$ cat src/rtl/preg_free_list.sv
// Physical-register free list: FWFT circular FIFO of free tags plus a per-tag
// "is free" bitmap used to reject double releases.
module preg_free_list #(
  parameter int unsigned NUM_PREGS = 64,
  parameter int unsigned NUM_AREGS = 32,
  localparam int unsigned TAG_W    = $clog2(NUM_PREGS),
  localparam int unsigned DEPTH    = NUM_PREGS - NUM_AREGS,
  localparam int unsigned PTR_W    = $clog2(DEPTH),
  localparam int unsigned CNT_W    = $clog2(DEPTH + 1)
) (
  input  logic             clk,
  input  logic             rstn,
  input  logic             alloc_req,
  output logic             alloc_valid,
  output logic [TAG_W-1:0] alloc_preg,
  output logic             stall,
  input  logic             rel_valid,
  input  logic [TAG_W-1:0] rel_preg,
  output logic [CNT_W-1:0] free_count,
  output logic             err_double,
  output logic             err_overflow
);

  logic [TAG_W-1:0]     fifo_q [DEPTH];
  logic [TAG_W-1:0]     fifo_d [DEPTH];
  logic [NUM_PREGS-1:0] free_q, free_d;
  logic [PTR_W-1:0]     head_q, head_d;
  logic [PTR_W-1:0]     tail_q, tail_d;
  logic [CNT_W-1:0]     count_q, count_d;
  logic                 err_double_q, err_double_d;
  logic                 err_overflow_q, err_overflow_d;

  logic pop, push, rel_qual, rel_is_free, room;

  // Head of the FIFO is presented directly (first-word-fall-through).
  always_comb begin
    alloc_valid  = (count_q != '0);
    stall        = ~alloc_valid;
    alloc_preg   = fifo_q[head_q];
    free_count   = count_q;
    err_double   = err_double_q;
    err_overflow = err_overflow_q;
  end

  // Pop/push qualification and next-state; pointers wrap because DEPTH is a power of two.
  always_comb begin
    fifo_d         = fifo_q;
    free_d         = free_q;
    head_d         = head_q;
    tail_d         = tail_q;
    count_d        = count_q;
    err_double_d   = err_double_q;
    err_overflow_d = err_overflow_q;

    pop         = alloc_req && (count_q != '0);
    rel_qual    = rel_valid && (rel_preg != '0);
    rel_is_free = free_q[rel_preg];
    // A same-cycle pop frees a slot, so a full list can still accept the release.
    room        = (count_q != CNT_W'(DEPTH)) || pop;
    push        = rel_qual && !rel_is_free && room;

    if (rel_qual && rel_is_free) begin
      err_double_d = 1'b1;
    end
    if (rel_qual && !rel_is_free && !room) begin
      err_overflow_d = 1'b1;
    end

    if (pop) begin
      free_d[fifo_q[head_q]] = 1'b0;
      head_d                 = head_q + PTR_W'(1);
    end
    if (push) begin
      fifo_d[tail_q]   = rel_preg;
      free_d[rel_preg] = 1'b1;
      tail_d           = tail_q + PTR_W'(1);
    end

    count_d = count_q + CNT_W'(push) - CNT_W'(pop);
  end

  // State registers; reset loads the unmapped tags NUM_AREGS..NUM_PREGS-1 as free.
  always_ff @(posedge clk or negedge rstn) begin
    if (!rstn) begin
      for (int i = 0; i < DEPTH; i++) begin
        fifo_q[i] <= TAG_W'(NUM_AREGS + i);
      end
      for (int i = 0; i < NUM_PREGS; i++) begin
        free_q[i] <= (i >= NUM_AREGS);
      end
      head_q         <= '0;
      tail_q         <= '0;
      count_q        <= CNT_W'(DEPTH);
      err_double_q   <= 1'b0;
      err_overflow_q <= 1'b0;
    end else begin
      fifo_q         <= fifo_d;
      free_q         <= free_d;
      head_q         <= head_d;
      tail_q         <= tail_d;
      count_q        <= count_d;
      err_double_q   <= err_double_d;
      err_overflow_q <= err_overflow_d;
    end
  end

endmodule
$ cat config.mk
export PLATFORM = sky130hd
export DESIGN_NAME = preg_free_list
export DESIGN_NICKNAME = d
export VERILOG_FILES = /design/src/rtl/preg_free_list.sv
export SDC_FILE = /design/constraint.sdc
export NUM_CORES = 1
export LEC_CHECK = 0
export BUFFER_PORTS_ARGS = -buffer_cell sky130_fd_sc_hd__clkbuf_2
export CORE_MARGIN = 1
export CORE_UTILIZATION = 40
export CTS_BUF_LIST = sky130_fd_sc_hd__clkbuf_8
export CTS_CLUSTER_SIZE = 40
export DETAILED_ROUTE_END_ITERATION = 12
export PLACE_DENSITY_LB_ADDON = 0.15
export SYNTH_ARGS = -nofsm -noshare
export SYNTH_HDL_FRONTEND = slang
export SYNTH_SLANG_ARGS = --single-unit
$ cat constraint.sdc
create_clock -name clk -period 4.58 [get_ports clk]
set_input_delay 0.229 -clock clk [delete_from_list [all_inputs] [get_ports clk]]
set_output_delay 0.229 -clock clk [all_outputs]
set_load 0.03 [all_outputs]
* Word level (Yosys, flattened, before mapping)
Index checks and enable logic that the tools add are counted.
Word-level totals: input bits 10, flip-flop bits (word level) 274, logic and storage cells 84
Cells by class: reduce and logical (&&, ||, !) cells 14, order comparisons 7, $add $sub $neg 4, bitwise logic cells 6, equality and inequality tests 1, multiplexer cells 14
Operator list (number):
- 192-bit bitwise mux | 1
- 64-bit two-way mux | 2
- 64-bit AND | 1
- 64-bit NOT | 1
- 64-bit bitwise OR | 1
- 6-bit binary-select mux with 5-bit select | 1
- 6-bit demux with 5-bit select | 1
- 6-bit two-way mux | 3
- 6-bit by 7-bit < comparator with 1-bit output (second input constant) | 2
- 1-bit demux with 6-bit select | 2
- 6-bit by 1-bit >= comparator with 1-bit output (second input constant) | 2
- 6-bit >= comparator (second input constant) | 2
- 5-bit NOT with 6-bit output | 2
- 6-bit nonzero test | 2
- 5-bit by 1-bit adder with 5-bit output (second input constant) | 2
- 1-bit logical AND | 9
- 6-bit by 1-bit adder with 6-bit output | 1
- 1-bit binary-select mux with 6-bit select | 1
- 6-bit by 1-bit < comparator with 1-bit output (second input constant) | 1
- 6-bit != test (second input constant) | 1
- 6-bit by 1-bit subtractor with 6-bit output | 1
- 1-bit two-way mux | 3
- 1-bit zero test | 2
- 1-bit logical OR | 1
- 1-bit NOT | 1

* Longest topological paths before layout
Gate-level depths: netlist of run 1.
word-level depth 13, depth in mapped cells 16, mapped depth without buffers 15

* Worst setup path after synthesis of run 1
No wires, ideal clock.
kind input to register, from in rel_preg[2], to reg count_q[4], in the netlist free_count[4], data required time 4.500 ns, data arrival time 3.393 ns, setup slack 1.107 ns, setup time 0.080 ns, cell stages on the path 16, cell sequence clkbuf_1 clkbuf_1 mux4_2 a32oi_1 o2111ai_2 nor4b_4 buf_2 inv_1 ha_1 inv_1 ha_1 fa_1 a21oi_1 nor2_1 nor2_1 xnor2_1
Between the ends: word-level cells in the longest chain between the ends 7, elaborated cells between the ends (all ways) 9, those cells by class add/sub: 2; mux: 2; reduce/logical: 5
Ends and longest elaborated chain:
- start, declared | RTL line 18 | input logic [TAG_W-1:0] rel_preg,
- 1-bit binary-select mux with 6-bit select | RTL line 57 | rel_is_free = free_q[rel_preg];
- 1-bit two-way mux (implied by the code) | RTL line 57
- 1-bit zero test | RTL line 60 | push = rel_qual && !rel_is_free && room;
- 1-bit logical AND (*) (2 in series) | RTL line 60
- 6-bit by 1-bit adder with 6-bit output (*) | RTL line 79 | count_d = count_q + CNT_W'(push) - CNT_W'(pop);
- 6-bit by 1-bit subtractor with 6-bit output (*) | RTL line 79
- via count_d[4] | RTL line 29 | logic [CNT_W-1:0] count_q, count_d;
- end signal, assigned | RTL line 93 | count_q <= CNT_W'(DEPTH);
- end signal, assigned | RTL line 101 | count_q <= count_d;
- end, declared | RTL line 29
The timed path passes the listed nets; every way through them passes the cells marked *. The select of a mux whose other input is x is not followed. A chain may end at the register's enable or synchronous reset.

* Worst setup path after layout of run 1
from reg head_q[2], to reg free_q[11]
Between the ends: word-level cells in the longest chain between the ends 13, elaborated cells between the ends (all ways) 14, those cells by class order compare: 2; mux: 7; bitwise: 4; reduce/logical: 1
Ends and longest elaborated chain:
- start, declared | RTL line 27 | logic [PTR_W-1:0] head_q, head_d;
- start signal, assigned | RTL line 91 | head_q <= '0;
- start signal, assigned | RTL line 99 | head_q <= head_d;
- 5-bit NOT with 6-bit output (implied by the code) (*) | RTL line 70 | free_d[fifo_q[head_q]] = 1'b0;
- 6-bit binary-select mux with 5-bit select (*) | RTL line 70
- 6-bit two-way mux (implied by the code) (*) (2 in series) | RTL line 70
- 6-bit by 7-bit < comparator with 1-bit output (implied by the code) or 6-bit by 1-bit >= comparator with 1-bit output (tied branches) | RTL line 70
- 1-bit logical AND (implied by the code) | RTL line 70
- 1-bit two-way mux (implied by the code) | RTL line 70
- 1-bit demux with 6-bit select (*) | RTL line 70
- 64-bit NOT (no source line) (*)
- 64-bit AND (no source line) (*)
- 64-bit two-way mux (*) | RTL line 69 | if (pop) begin
- 64-bit bitwise OR (no source line)
- 64-bit two-way mux (*) | RTL line 73 | if (push) begin
- via free_d[11] | RTL line 26 | logic [NUM_PREGS-1:0] free_q, free_d;
- end signal, assigned by index | RTL line 89 | free_q[i] <= (i >= NUM_AREGS);
- end signal, assigned | RTL line 98 | free_q <= free_d;
- end, declared | RTL line 26
Marked as above.

==> impl_metrics.env, run 1 <==
export IMPL_via_per_inst=5.74
export IMPL_r2r_end="free_q[11]"
export IMPL_synthFlopType="dfstp_2"
export IMPL_die_area_sq_um=34300
export IMPL_synth_distinct_cells=66
export IMPL_rr_startpoint="head_q[2]"
export IMPL_cp_startpoint="head_q[2]"
export IMPL_n_fill_cell=3021
export IMPL_cts_sinks=274
export IMPL_synth_simple_area_share_pct=6.53
export IMPL_synth_xor_area_share_pct=0.784
export IMPL_cts_path_max_buffers=3
export IMPL_overflow=0
export IMPL_cpMaxStageDelayCell="dfrtp_2"
export IMPL_path_common_cell="buf_4"
export IMPL_antenna_found_initial=0
export IMPL_async_flop_share_pct=100
export IMPL_crit_end="free_q[11]"
export IMPL_cts_resized=0
export IMPL_path_buf_inv=3
export IMPL_hold_class="in -> reg"
export IMPL_crit_path_cell_trace="buf_4 -> buf_4 -> mux2i_1 -> a221oi_1 -> o21ai_0 -> a22oi_1 -> buf_4 -> nand3_1 -> o31ai_1 -> o21ai_0"
export IMPL_r2r_cells=10
export IMPL_grt_max_degree=98
export IMPL_synth_compound_area_share_pct=8.45
export IMPL_dr_pass1_iters=5
export IMPL_h_tree_depth=2
export IMPL_setup_violations=0
export IMPL_fin_crit_sh_pct=79.5
export IMPL_outcome="complete, no violations"
export IMPL_gp_congestion=0.863
export IMPL_syn_avg_cell_area_sq_um=13.2
export IMPL_tightest_slew_ns=0.782
export IMPL_critPathTopFamily="compound AO/OA/AOI/OAI gates"
export IMPL_cts_root_buf="clkbuf_8"
export IMPL_leakagePower_nw=6.36
export IMPL_cp_arrival_ns=4.05
export IMPL_syn_num_nets=1038
export IMPL_cp_start_kind="register"
export IMPL_die_w_um=185
export IMPL_first_iter_violations=651
export IMPL_fin_skew_ns=0.0360
export IMPL_rsz0062_at_grt="no"
export IMPL_fp_coreArea_sq_um=32800
export IMPL_max_cap_viol_count=0
export IMPL_clock_latency_ns=0.57
export IMPL_ios=26
export IMPL_maxSlewHeadroom_pct=47.8
export IMPL_period_minus_slack_ns=3.64
export IMPL_drc_errors=0
export IMPL_first_global_vias=8878
export IMPL_drv_slew=0
export IMPL_end_kind="register"
export IMPL_syn_to_final_growth_pct=11.6
export IMPL_p_per_area_nw_per_um2=696
export IMPL_synth_adder_area_share_pct=1.46
export IMPL_synth_top_family_by_area="multiplexers"
export IMPL_cts_buffers=49
export IMPL_ys_warn_count=0
export IMPL_routed_wl_um=35400
export IMPL_rows=66
export IMPL_cp_depth=10
export IMPL_die_h_um=185
export IMPL_grt_first_pass_wirelength_um=55600
export IMPL_ys_seq_elements=274
export IMPL_synth_cells=1013
export IMPL_cts_tree="done"
export IMPL_hpwl_um=23200
export IMPL_synth_edf_count=0
export IMPL_numPortBuffers=25
export IMPL_max_freq_mhz=275
export IMPL_num_vias=8712
export IMPL_initial_utilization_pct=40.9
export IMPL_final_layout_size_suffix_gt1_share_pct=47.8
export IMPL_antenna_cells=0
export IMPL_hold_violations=0
export IMPL_nNetsFinal=1060
export IMPL_vdd_ir_drop_max_mv=0.255
export IMPL_crit_type="reg -> reg"
export IMPL_worstPathRequired_ns=4.98
export IMPL_wl_per_cell_um=23.3
export IMPL_syn_cell_area_sq_um=13400
export IMPL_ant_nets=0
export IMPL_max_stage_delay_ns=0.67
export IMPL_ys_seq_area_share_pct=52.5
export IMPL_synth_mux_area_fraction_pct=26.8
export IMPL_path_clk_slew_ns=0.06
export IMPL_rrSetupSlack_ns=0.94
export IMPL_track_usage_pct=21.6
export IMPL_fin_util_pct=45.7
export IMPL_final_setup_tns_ns=0
export IMPL_crit_fanout=15
## layout make-up
cell class	count	area (sq um)	area share [%]
Sequential cell	274	7040	47.0
Inverter	19	71.3	0.476
Clock buffer	63	867	5.79
Tap cell	442	553	3.69
Timing Repair Buffer	56	423	2.82
Clock inverter	28	113	0.752
Multi-Input combinational cell	635	5900	39.4
## registers in the layout, indices dropped and copies added, names as in the netlist
name / flops
free_count: 6
err_double: 1
err_overflow: 1
free_q: 64
tail_q: 5
head_q: 5
fifo_q: 192
## cell usage after synthesis (7+ instances only)
master,count,area share [%]
nand3_1,14,0.52
buf_4,11,0.62
dfstp_2,145,28
inv_1,19,0.53
nand2_1,34,0.95
nor2_1,11,0.31
mux2i_1,35,2.6
mux2_4,12,1.3
or4_1,7,0.39
dfrtp_1,129,24
mux2_2,180,15
clkbuf_1,52,1.5
o31ai_1,12,0.67
ha_1,14,1.3
and3_1,15,0.70
mux4_2,46,7.7
buf_2,18,0.67
or3_1,7,0.33
nand4_1,11,0.51
o21ai_0,118,4.4
a21oi_1,8,0.30
xnor2_1,9,0.59
## metrics by stage
step / hold WS [ns] / setup WS [ns] / instance area (sq um) / std cells / power (mW)
global route: 0.234 / 0.761 / 15000 / 1517 / 11.0
detailed placement: 0.289 / 0.689 / 14000 / 1424 / 8.21
CTS: 0.183 / 0.879 / 15000 / 1517 / 10.5
global placement: 0.294 / 0.782 / 14000 / 1424 / 8.15
finish: 0.222 / 0.939 / 15000 / 1517 / 10.4
floorplan: -0.0666 / 1.11 / 13400 / 1013 / 6.87
## worst min path at each step
stage                            end  slack (ns)      start  cells past startpoint
after floorplan           err_double       -0.07       rstn                      0
after global placement     free_q[0]        0.29       rstn                      1
after detailed placement   free_q[2]        0.29       rstn                      1
after CTS                  head_q[1]        0.18  alloc_req                      5
after global routing       head_q[0]        0.23  alloc_req                      4
final                      head_q[1]        0.22  alloc_req                      5
## tightest hold or removal path, stage by stage
cell and delay [ns]:
clkbuf_2 0.07, nand2_1 0.06, buf_4 0.23, nand2_1 0.10, nand2_1 0.05
## report_power, final
group	leakage [nW]	internal, mW	total [mW]	switching (mW)
combinational	2.60	1.72	3.89	2.17
sequential	3.17	3.68	4.30	0.629
clock	0.592	1.23	2.23	1.00
total	6.36	6.62	10.4	3.80
## layout by cell type, fill, tap and decap left out, types with 6 or more instances in the layout
master	netlist	routed
o31ai_1	12	12
or3_1	7	7
mux4_2	46	46
and2_1	6	6
nand2_1	34	34
mux2_2	180	180
nor2_1	11	11
dfrtp_1	129	127
a21oi_1	8	8
mux2_4	12	12
ha_1	14	14
and3_1	15	15
or4_1	7	7
clkbuf_2	0	24
xnor2_1	9	9
dfstp_2	145	145
inv_1	19	45
mux2i_1	35	35
clkbuf_8	0	63
nand3_1	14	14
nor2b_1	6	6
o21ai_0	118	118
buf_4	11	25
nand4_1	11	11
## metal layers
| metal | vias up | wire (um) | track usage [%] |
|---|---|---|---|
| met5 | - | 0 | 0 |
| met4 | 0 | 835 | 6.35 |
| met3 | 57 | 1880 | 3.58 |
| met2 | 250 | 15600 | 31.8 |
| met1 | 4580 | 17000 | 32.4 |
| li1 | 3825 | - | - |
## kinds of logic (layout without fill, tap and decap cells)
family / count (synthesis) / after routing
muxes: 273 / 273
adders and majority gates: 15 / 15
DFF: 274 / 274
AOI/OAI and AO/OA: 188 / 188
xor gates and xnor gates: 12 / 12
and+or+nand+nor: 147 / 147
buffers and inverters: 104 / 166
## what timing repair did
action | CTS | global route
hold endpoints to repair | 49 | 0
setup buffers | 0 | 0
hold buffers | 2 | 0
Power figures use the tool's default switching activity.
==> inputs of run 2 (changes only) <==
--- a/config.mk
+++ b/config.mk
@@ -5,6 +5,7 @@
 export SDC_FILE = /design/constraint.sdc
 export NUM_CORES = 1
 export LEC_CHECK = 0
+export ABC_AREA = 1
 export BUFFER_PORTS_ARGS = -buffer_cell sky130_fd_sc_hd__clkbuf_2
 export CORE_MARGIN = 1
 export CORE_UTILIZATION = 40
==> constraint.sdc (replaced) <==
create_clock -name clk -period 3.45 [get_ports clk]
set_input_delay 0.1725 -clock clk [delete_from_list [all_inputs] [get_ports clk]]
set_output_delay 0.1725 -clock clk [all_outputs]
set_load 0.03 [all_outputs]
==> run 2 against run 1 <==
Compared with the run above:
- cell count increased by 72%
- count of clock-buffer cells in the layout increased by 2
- die area increased by 17%
- largest cell class is now multi-input gates
- sequential share of layout area decreased by 6.7 points
- highest routed layer unchanged
- hold slack got worse by 0.13 ns
- critical endpoint is now alloc_preg[4]
==> impl_metrics.env, run 2 <==
export IMPL_num_vias=14500
export IMPL_via_per_inst=5.57
export IMPL_largest_register="fifo_q"
export IMPL_initial_utilization_pct=40.6
export IMPL_wl_per_cell_um=19.7
export IMPL_ys_seq_area_share_pct=44.9
export IMPL_cp_arrival_ns=3.07
export IMPL_hold_class="in -> reg"
export IMPL_n_fill_cell=3940
export IMPL_placed_area_sq_um=16400
export IMPL_numPortBuffers=25
export IMPL_syn_cell_area_sq_um=15700
export IMPL_synthTopCellsByArea="dfstp_2 24%, dfrtp_1 21%, nand2_1 19%"
export IMPL_synth_adder_area_share_pct=1.24
export IMPL_r2r_cells=14
export IMPL_crit_type="reg -> out"
export IMPL_grt_first_pass_wirelength_um=82200
export IMPL_cts_sinks=274
export IMPL_fp_coreArea_sq_um=38600
export IMPL_worstPathRequired_ns=3.28
export IMPL_yosysMostFrequentCell="nand2_1"
export IMPL_finalInstanceArea_sq_um=17400
export IMPL_timing_hold_ws_ns=0.0899
export IMPL_synth_top_family_by_area="simple AND/OR/NAND/NOR gates"
export IMPL_hpwl_um=31600
export IMPL_seq_power_share_pct=36.1
export IMPL_final_setup_tns_ns=0
export IMPL_whs_path_depth=3
export IMPL_cts_buffers=51
export IMPL_rsz0062_at_grt="no"
export IMPL_period_minus_slack_ns=3.24
export IMPL_die_w_um=200
export IMPL_ant_nets=0
export IMPL_crit_end="alloc_preg[4]"
export IMPL_cp_startpoint="head_q[0]"
export IMPL_drv_slew=0
export IMPL_fin_crit_sh_pct=94.0
export IMPL_async_flop_share_pct=100
export IMPL_cts_hold_buf=2
export IMPL_largest_reg_flops=192
export IMPL_cts_root_buf="clkbuf_8"
export IMPL_gp_congestion=0.930
export IMPL_first_global_vias=14100
export IMPL_cp_start_kind="register"
export IMPL_syn_avg_cell_area_sq_um=7.65
export IMPL_final_cell_mix="780 x nand2_1, 258 x nand4_1, 145 x dfstp_2"
export IMPL_outcome="complete, no violations"
export IMPL_fin_skew_ns=0.0161
export IMPL_antenna_found_initial=0
export IMPL_overflow=0
export IMPL_combPwrFrac_pct=41.9
export IMPL_synth_edf_count=0
export IMPL_maxSlewHeadroom_pct=31.5
export IMPL_clock_latency_ns=0.63
export IMPL_ys_seq_elements=274
export IMPL_grt_max_degree=221
export IMPL_die_h_um=200
export IMPL_dr_pass1_iters=5
export IMPL_final_layout_size_suffix_gt1_share_pct=17.0
export IMPL_syn_to_final_growth_pct=11.2
export IMPL_p_per_area_nw_per_um2=841
export IMPL_r2r_end="free_q[4]"
export IMPL_fin_ws_ns=0.208
export IMPL_place_ws_ns=0.265
export IMPL_multi_input_area_sq_um=7540
export IMPL_p_sw_share_pct=44.5
export IMPL_first_iter_violations=1294
export IMPL_nNetsFinal=2073
export IMPL_max_cap_viol_count=0
export IMPL_die_area_sq_um=40000
export IMPL_rows=72
export IMPL_synth_simple_area_share_pct=41.3
export IMPL_post_cts_repair_setup_buffers=0
export IMPL_synthFlopType="dfstp_2"
export IMPL_synth_xor_area_share_pct=0.559
export IMPL_rr_startpoint="head_q[0]"
export IMPL_setup_violations=0
export IMPL_track_usage_pct=26.7
export IMPL_synth_commonest_cells="780 x nand2_1, 258 x nand4_1, 145 x dfstp_2"
export IMPL_vdd_ir_drop_max_mv=0.618
export IMPL_ios=26
export IMPL_syn_num_nets=2074
export IMPL_synth_cells=2049
export IMPL_total_power_mw=14.7
export IMPL_antenna_cells=0
export IMPL_rrSetupSlack_ns=0.37
export IMPL_synth_mux_area_fraction_pct=0
export IMPL_synth_distinct_cells=32
export IMPL_clockPowerShare_pct=21.9
export IMPL_fin_util_pct=45.1
export IMPL_end_kind="output port"
export IMPL_drc_errors=0
export IMPL_p_sw_mw=6.53
export IMPL_path_clk_slew_ns=0.06
export IMPL_synth_largest_area_cell="dfstp_2"
export IMPL_leakagePower_nw=8.24
export IMPL_routed_wl_um=51400
export IMPL_final_common_cell="nand2_1"
export IMPL_max_freq_mhz=308
export IMPL_ys_warn_count=0
export IMPL_cts_path_max_buffers=3
export IMPL_seq_area_sq_um=7040
export IMPL_crit_fanout=34
export IMPL_h_tree_depth=2
export IMPL_fin_cells=2607
export IMPL_cts_tree="done"
export IMPL_synth_top_area_share_pct=24.3
export IMPL_cts_resized=0
export IMPL_post_place_cells=2511
export IMPL_synth_compound_area_share_pct=4.86
export IMPL_hold_violations=0
export IMPL_p_int_mw=8.14
export IMPL_tightest_slew_ns=1.03
run 2: worst min path at each step:
stage,start,to,slack (ns)
after floorplan,rstn,err_double,-0.12
after global placement,rstn,fifo_q[26],0.34
after global routing,rel_valid,err_double,0.08
after CTS,rel_preg[4],free_q[32],0.05
final,alloc_req,head_q[0],0.09
after detailed placement,rstn,fifo_q[26],0.34
run 2: kinds of logic (layout without fill, tap and decap cells):
logic type,after synthesis,count (layout)
flops,274,274
simple gates,1353,1353
compound gates,139,139
fa+ha+maj,15,15
buf+inv,258,298
xor+xnor,10,10
run 2: final cells by class:
| type | count | area share (%) |
|---|---|---|
| flip-flops and latches | 274 | 40.4 |
| well taps | 518 | 3.72 |
| multi-input cells | 1517 | 43.2 |
| clock inverters | 29 | 0.811 |
| clock buffers | 65 | 5.13 |
| repair buffers | 84 | 4.15 |
| inverters | 120 | 2.58 |
run 2: power groups by stage:
stage,Sequential (mW),Clock [mW],Combinational [mW]
global placement,5.31,0,6.03
finish,5.30,3.22,6.15
global route,5.44,3.45,6.80
detailed placement,5.31,0,6.10
CTS,5.29,3.30,6.11
floorplan,5.13,0,4.07
run 2: worst max-delay path, cell delays in order (launching register included):
cell and delay, ns:
dfrtp_4 0.56, inv_2 0.28, buf_12 0.24, nand2_1 0.07, nand2_1 0.06, nand2_1 0.07
a21oi_1 0.23, nor2_1 0.12, nand2_1 0.08, nand2_1 0.22, inv_1 0.15, buf_4 0.13
clkbuf_2 0.20
run 2: per-layer routing:
layer  part of all wire (%)  GRT usage (%)
met3                    6.3           3.95
met4                    3.1           10.1
met1                     45           36.9
met5                      0              0
met2                     46           42.1
